File: src/rtl/seg7_scan_driver.sv
`default_nettype none
// =====================================================================
// seg7_scan_driver : multiplexed, double-buffered common-anode 7-seg driver
// Revision 1.0
// =====================================================================
module seg7_scan_driver #(
  parameter int NUM_DIGITS   = 8,
  parameter int REFRESH_DIV  = 100000,
  parameter int BLANK_CYCLES = 1000
) (
  input  logic                    clk,
  input  logic                    rst_n,
  input  logic                    load,
  input  logic [4*NUM_DIGITS-1:0] data_i,
  input  logic [NUM_DIGITS-1:0]   en_i,
  input  logic [NUM_DIGITS-1:0]   dp_i,
  output logic [6:0]              SEG,
  output logic                    DP,
  output logic [NUM_DIGITS-1:0]   AN,
  output logic                    frame_tick
);

  localparam int CW = (REFRESH_DIV > 1) ? $clog2(REFRESH_DIV) : 1;
  localparam int IW = (NUM_DIGITS > 1) ? $clog2(NUM_DIGITS) : 1;
  localparam logic [CW-1:0] c_CNT_MAX = CW'(REFRESH_DIV - 1);
  localparam logic [CW-1:0] c_BLANK   = CW'(BLANK_CYCLES);
  localparam logic [IW-1:0] c_IDX_MAX = IW'(NUM_DIGITS - 1);

  logic [CW-1:0]           r_cnt;
  logic [IW-1:0]           r_idx;
  logic [4*NUM_DIGITS-1:0] r_act_data, r_pend_data;
  logic [NUM_DIGITS-1:0]   r_act_en, r_pend_en;
  logic [NUM_DIGITS-1:0]   r_act_dp, r_pend_dp;
  logic                    r_pend_valid;
  logic [6:0]              r_seg;
  logic                    r_dp;
  logic [NUM_DIGITS-1:0]   r_an;
  logic                    r_tick;

  logic                    w_cnt_wrap;
  logic                    w_frame_wrap;
  logic [3:0]              w_sel_nib;
  logic                    w_sel_en;
  logic                    w_sel_dp;
  logic                    w_lit;
  logic [NUM_DIGITS-1:0]   w_an;

  function automatic logic [6:0] hex7(input logic [3:0] n);
    case (n)
      4'h0: hex7 = 7'h40;
      4'h1: hex7 = 7'h79;
      4'h2: hex7 = 7'h24;
      4'h3: hex7 = 7'h30;
      4'h4: hex7 = 7'h19;
      4'h5: hex7 = 7'h12;
      4'h6: hex7 = 7'h02;
      4'h7: hex7 = 7'h78;
      4'h8: hex7 = 7'h00;
      4'h9: hex7 = 7'h10;
      4'hA: hex7 = 7'h08;
      4'hB: hex7 = 7'h03;
      4'hC: hex7 = 7'h46;
      4'hD: hex7 = 7'h21;
      4'hE: hex7 = 7'h06;
      default: hex7 = 7'h0E;
    endcase
  endfunction

  assign w_cnt_wrap   = (r_cnt == c_CNT_MAX);
  assign w_frame_wrap = w_cnt_wrap && (r_idx == c_IDX_MAX);

  // An idx with no matching digit falls through to the blank defaults.
  always_comb begin
    w_sel_nib = 4'h0;
    w_sel_en  = 1'b0;
    w_sel_dp  = 1'b0;
    for (int k = 0; k < NUM_DIGITS; k++) begin
      if (r_idx == IW'(k)) begin
        w_sel_nib = r_act_data[4*k +: 4];
        w_sel_en  = r_act_en[k];
        w_sel_dp  = r_act_dp[k];
      end
    end
  end

  assign w_lit = (r_cnt >= c_BLANK) && w_sel_en;

  always_comb begin
    w_an = '1;
    for (int k = 0; k < NUM_DIGITS; k++) begin
      if (w_lit && (r_idx == IW'(k))) w_an[k] = 1'b0;
    end
  end

  always_ff @(posedge clk or negedge rst_n) begin
    if (!rst_n) begin
      r_cnt        <= '0;
      r_idx        <= '0;
      r_act_data   <= '0;
      r_act_en     <= '0;
      r_act_dp     <= '0;
      r_pend_data  <= '0;
      r_pend_en    <= '0;
      r_pend_dp    <= '0;
      r_pend_valid <= 1'b0;
      r_seg        <= 7'h7F;
      r_dp         <= 1'b1;
      r_an         <= '1;
      r_tick       <= 1'b0;
    end else begin
      if (w_cnt_wrap) begin
        r_cnt <= '0;
        r_idx <= (r_idx == c_IDX_MAX) ? '0 : r_idx + IW'(1);
      end else begin
        r_cnt <= r_cnt + CW'(1);
      end

      // A load on the wrap cycle lands in pending after the swap reads it.
      if (w_frame_wrap && r_pend_valid) begin
        r_act_data   <= r_pend_data;
        r_act_en     <= r_pend_en;
        r_act_dp     <= r_pend_dp;
        r_pend_valid <= 1'b0;
      end
      if (load) begin
        r_pend_data  <= data_i;
        r_pend_en    <= en_i;
        r_pend_dp    <= dp_i;
        r_pend_valid <= 1'b1;
      end

      r_seg  <= w_lit ? hex7(w_sel_nib) : 7'h7F;
      r_dp   <= w_lit ? ~w_sel_dp : 1'b1;
      r_an   <= w_an;
      r_tick <= (r_cnt == '0) && (r_idx == '0);
    end
  end

  assign SEG        = r_seg;
  assign DP         = r_dp;
  assign AN         = r_an;
  assign frame_tick = r_tick;

endmodule
`default_nettype wire
File: config.mk
export PLATFORM = sky130hd
export DESIGN_NAME = seg7_scan_driver
export DESIGN_NICKNAME = d
export VERILOG_FILES = /design/src/rtl/seg7_scan_driver.sv
export SDC_FILE = /design/constraint.sdc
export NUM_CORES = 1
export LEC_CHECK = 0
export ABC_CLOCK_PERIOD_IN_PS = 3050
export CAP_MARGIN = 30
export CELL_PAD_IN_SITES_DETAIL_PLACEMENT = 0
export CELL_PAD_IN_SITES_GLOBAL_PLACEMENT = 1
export CORE_ASPECT_RATIO = 0.75
export CORE_MARGIN = 2
export CORE_UTILIZATION = 46
export DETAILED_ROUTE_END_ITERATION = 8
export HOLD_SLACK_MARGIN = 0.06
export PLACE_DENSITY = 0.83
export SYNTH_ARGS = -nofsm -noshare
export SYNTH_HDL_FRONTEND = slang
export SYNTH_SLANG_ARGS = --single-unit
File: constraint.sdc
create_clock -name clk -period 3.05 [get_ports clk]
set_input_delay 0.305 -clock clk [delete_from_list [all_inputs] [get_ports clk]]
set_output_delay 0.305 -clock clk [all_outputs]
set_load 0.02 [all_outputs]
==> Word-level counts from Yosys, hierarchy flattened <==
Memories as Yosys holds them, arrays and structs flattened.
Cells that the tools add are included.
{ "classes": {"mux": 38, "n_reduce_logical": 15, "eq_ne": 8, "add_sub_neg": 2, "bitwise_logic": 1, "n_lt_le_gt_ge": 1} }
{ "op_table": {"columns": ["cell", "n"], "rows": [
  ["2-to-1 mux 4 bit", 8],
  ["2-to-1 mux 1 bit", 27],
  ["adder 17 x 1 -> 17 bit, second input constant", 1],
  ["== test 17 bit, second input constant", 1],
  [">= comparator 17 x 10 -> 1 bit, second input constant", 1],
  ["zero test 17 bit", 1],
  ["2-to-1 mux 17 bit", 1],
  ["== test 3 bit, second input constant", 4],
  ["logical AND 1 bit", 12],
  ["2-to-1 mux 7 bit", 1],
  ["== test 3 x 2 -> 1 bit, second input constant", 2],
  ["adder 3 x 1 -> 3 bit, second input constant", 1],
  ["== test 3 x 1 -> 1 bit, second input constant", 1],
  ["zero test 3 bit", 1],
  ["2-to-1 mux 3 bit", 1],
  ["nonzero test 2 bit", 1],
  ["NOT 1 bit", 1]
]} }
{ "totals": {"inputBits": 51, "elab_cells": 79, "romBits": 112, "mem_count": 1, "reg_bits": 134, "output_inout_bits": 17} }
{ "memory_table": {"columns": ["name", "words", "word_bits", "rd", "rd_clocked_by_memory_dff", "wr", "line_no", "text"], "rows": [
  ["(name not given)", 16, 7, 1, 0, 0, "49", "case (n)"]
]} }

==> Depth between registers and ports, before layout <==
{ "depth": {"ltp_word": 12, "mapped_depth": 14, "ltp_nobuf": 12} }

==> Worst setup path before layout <==
No wires, ideal clock.
{ "synth_timing": {"path_kind": "flip-flop to flip-flop", "startpoint": "register r_idx[0]", "endpoint": "register r_seg[3] (netlist: SEG[3])", "period_less_slack_ps": 2717, "n_path_buf": 2, "setup_time_ps": 94, "arrival_time_ps": 2624, "stages_incl_launch_ff": 15, "required_ps": 2956, "setup_slack_ps": 333, "cell_sequence": "dfrtp_1 -> inv_1 -> ha_1 -> clkbuf_1 -> buf_2 -> a21oi_1 -> a21oi_1 -> a311oi_1 -> o31ai_1 -> inv_1 -> ha_1 -> inv_1 -> a211oi_1 -> a2111oi_0 -> a31oi_1"} }
{ "synth_between": {"elab_chain_len": 11, "word_cells_on_any_way": 27, "classes_between": "eq/ne: 7; mux: 17; reduce/logical: 2; memory: 1"} }
{ "synth_rtl": {"columns": ["element", "line_no", "text"], "rows": [
  ["start, declared", "30", "logic [IW-1:0] r_idx;"],
  ["start signal, assigned", "113", "r_idx <= (r_idx == c_IDX_MAX) ? '0 : r_idx + IW'(1);"],
  ["zero test 3 bit", "78", "if (r_idx == IW'(k)) begin"],
  ["2-to-1 mux 4 bit / 2-to-1 mux 1 bit (equally long branches) (8 in a row)", "78", null],
  ["memory (16 x 7 bit) / logical AND 1 bit (equally long branches)", null, null],
  ["2-to-1 mux 7 bit *", "132", "r_seg <= w_lit ? hex7(w_sel_nib) : 7'h7F;"],
  ["end signal, assigned", "132", null],
  ["end, declared", "35", "logic [6:0] r_seg;"]
]} }
Every way passes the cells marked *; elsewhere a longest branch is shown, timed or not.
A chain may end at the register's enable or synchronous reset.

==> Worst setup path after layout <==
{ "layout_timing": {"startpoint": "register r_idx[0]", "endpoint": "register r_seg[6] (netlist: SEG[6])"} }
Same word-level chain as after synthesis.

==> run metrics <==
Clk pin slew, worst setup/hold paths 60 ps; Clk pwr share 0.504; share of power burned in registers 0.452; post-route ant nets 0; final setup fails 0; later-pin clock latency in the skew report 410 ps; WP buf/inv 0; worst hold path class reg -> reg; clk root buf clkbuf_16; CP delay by family, top compound AO/OA/AOI/OAI gates; Initial Util 0.4676; Fill cells 1,016; H-tree levels 4; Pwr per Cell Area 552.5 nW/µm²; core region area 12,930 µm²; first-pass GRT wire length 20.51 mm; I/O Pins 68; port bufs 67; Layout area overhead 24.74%; switching power 0.8556 mW; most frequent cells in the layout 118 x dfrtp_1, 77 x mux2_2, 65 x clkdlybuf4s50_1; Vias/cell 5.313; final critical-path share of the clock period 0.9220; distinct cell type count after synthesis 54; pin count of the biggest net entering global routing 70; Max transition margin 0.4513; vias in the first global route 3,975; Die X 136.4 µm; sequential area share after synthesis 0.5581; post-DP HPWL 8.730 mm; Post-Route Skew 8.932 ps; DR DRC count 0; most common cell after layout, fill and taps aside dfrtp_1; drt pass-1 iters 4; Placed Cells 686; Peak VDD IR 0.0003438 V; final max-slew violation count 0; routability cong. 0.9528; area post-placement 6908 µm²; top_reg_cell synth dfrtp_1; gr ovfl total 0; TritonCTS clock tree yes; WL/cell 16.93 µm; Startpoint Class flop; cell area after layout 7540 µm²; setup ws final 237.9 ps; initial drt markers 179; critical path class reg -> reg; CTS max path bufs 2; layout cells sized above 1 0.3011; Layout Nets 600; f_max 355.6 MHz; EDFF count, synth 0; Post-Syn Area 6045 µm²; YS warnings 0; most used cell, CP ha_1; top cells by area, synth dfrtp_1 49%, mux2_2 14%, dfstp_2 7.0%, mux2_4 5.0%, ha_1 2.9%; CP max FO 17; Worst Tran Pin Value 823.1 ps; row cnt 36; # Post-CTS Setup Buffers 0; critical path required time 3350 ps; CP max stage delay 410 ps; Net Sw Frac 0.2054; Avg Inst Size Synth 13.11 µm²; TNS Setup 0 ps; min cycle time layout 2812 ps; fin cells 719; final hold vios 0; crit path max-delay cell type dfrtp_1; WL final 12.17 mm; max-capacitance violation count 0; internal power 3.310 mW; Gate Count Post-Synth 461; Num CTS Buffers 17; status finished clean; die area 14,080 µm²; # diodes 0; cell breakdown of the critical path ha_1 -> ha_1 -> and2_1 -> a221oi_1 -> o21ai_0 -> o32ai_1 -> nand2_1 -> o221ai_1; DR vias 3,820; Tot Pwr 4.166 mW; Die Span Y 103.3 µm; Critical Path AT 3110 ps; Gate power share 0.045; Post-synth ARST share 1.000; RSZ-0062 raised after global routing no; Setup crit end kind flop; synthesized flop and latch total 134; Net Count, Synth 526; worst slack at placement 244.9 ps; area leader, netlist dfrtp_1; Leak Pwr 3.236 nW; post-synth top area share 0.4885; initial antenna violation count 0; TritonCTS Sinks 134; gr usage total 0.1935
-- cells by family after synthesis --
group,synth area share
DFF,0.5581
muxes,0.2031
and+or+nand+nor,0.08032
AOI/OAI and AO/OA,0.07059
buffers and inverters,0.03581
xor gates and xnor gates,0.02318
adders and majority gates,0.02898
-- worst reg2reg max path, stage by stage, from the launching register on --
cell	delay [ps]
dfrtp_1	410
ha_1	240
ha_1	410
and2_1	280
a221oi_1	230
o21ai_0	190
o32ai_1	410
nand2_1	210
o221ai_1	330
-- synthesized netlist by cell type, types with 2 or more instances --
cell type,count
mux2i_1,6
dfrtp_1,118
nand3b_1,2
o31ai_1,2
xor2_1,5
dfstp_2,16
a31oi_1,3
nor3_1,2
mux2_4,20
nor2_1,17
a21oi_1,11
o211ai_1,2
nand2b_1,2
and2_1,3
a221o_1,5
nand3_1,10
buf_12,2
nand4_1,3
clkbuf_1,10
a21o_1,3
xnor2_1,11
o221ai_1,4
nor4_1,4
a211oi_1,2
ha_1,14
o21ai_0,10
a311oi_1,2
nor2b_1,10
buf_1,4
a2111oi_0,3
a221oi_1,5
inv_1,18
and3_1,2
nand2_1,28
mux2_2,77
buf_2,6
buf_4,2
-- registers in the layout, summed over array words and instances (netlist names) --
name,flops
r_idx,3
frame_tick,1
r_pend_valid,1
r_cnt,17
SEG,7
r_pend_data,32
DP,1
r_pend_dp,8
r_act_data,32
r_act_en,8
AN,8
r_pend_en,8
r_act_dp,8
-- power by group through the flow --
stage                     logic, mW  registers (mW)  clock network, mW
after global placement        0.182            1.91                  0
after floorplan              0.0774            1.89                  0
after CTS                     0.193            1.88               2.14
after detailed placement      0.190            1.91                  0
after global routing          0.208            1.89               2.24
final                         0.187            1.88               2.10
-- routing by layer --
layer,routed length (µm),vias to the layer above,GRT usage,share of wire
met5,0,-,0,0
met4,145,0,0.06811,0.012
met3,596,16,0.06140,0.049
met2,5338,91,0.2826,0.44
met1,6090,1915,0.2739,0.50
li1,-,1798,-,-
-- per-stage QoR --
stage	util	hold WS, ps
final	0.5832	489.7
after global routing	0.5832	491.4
after CTS	0.5828	486.1
after detailed placement	0.5344	455.6
after global placement	0.5322	447.5
after floorplan	-	9.409
-- path summary, 6_finish.rpt --
kind | start | end | slack (ps) | depth (start not counted)
worst max-delay path | r_idx[0] | SEG[6] | 240 | 8
worst min-delay path | r_pend_valid | r_pend_valid | 490 | 1
worst max register to register | r_idx[0] | SEG[6] | 240 | 8
worst min register to register | r_pend_valid | r_pend_valid | 490 | 1
max in group asynchronous | rst_n | SEG[3] | 1640 | 3
min in group asynchronous | rst_n | r_pend_data[15] | 530 | 2
-- repair_timing --
item	CTS	global route
gates resized for setup	0	2
hold buffers	1	0
setup endpoints to repair	0	3
endpoints found under the hold margin	57	0
-- layout make-up --
type / count / area (µm²) / area share
Multi-Input combinational cell: 284 / 2460 / 0.3263
Clock inverter: 12 / 150.1 / 0.01991
Inverter: 18 / 67.56 / 0.008961
Clock buffer: 20 / 466.7 / 0.06190
Sequential cell: 134 / 3373 / 0.4474
Timing Repair Buffer: 80 / 808.3 / 0.1072
Tap cell: 171 / 214.0 / 0.02838
No activity file was read; power rests on OpenSTA's default activity.
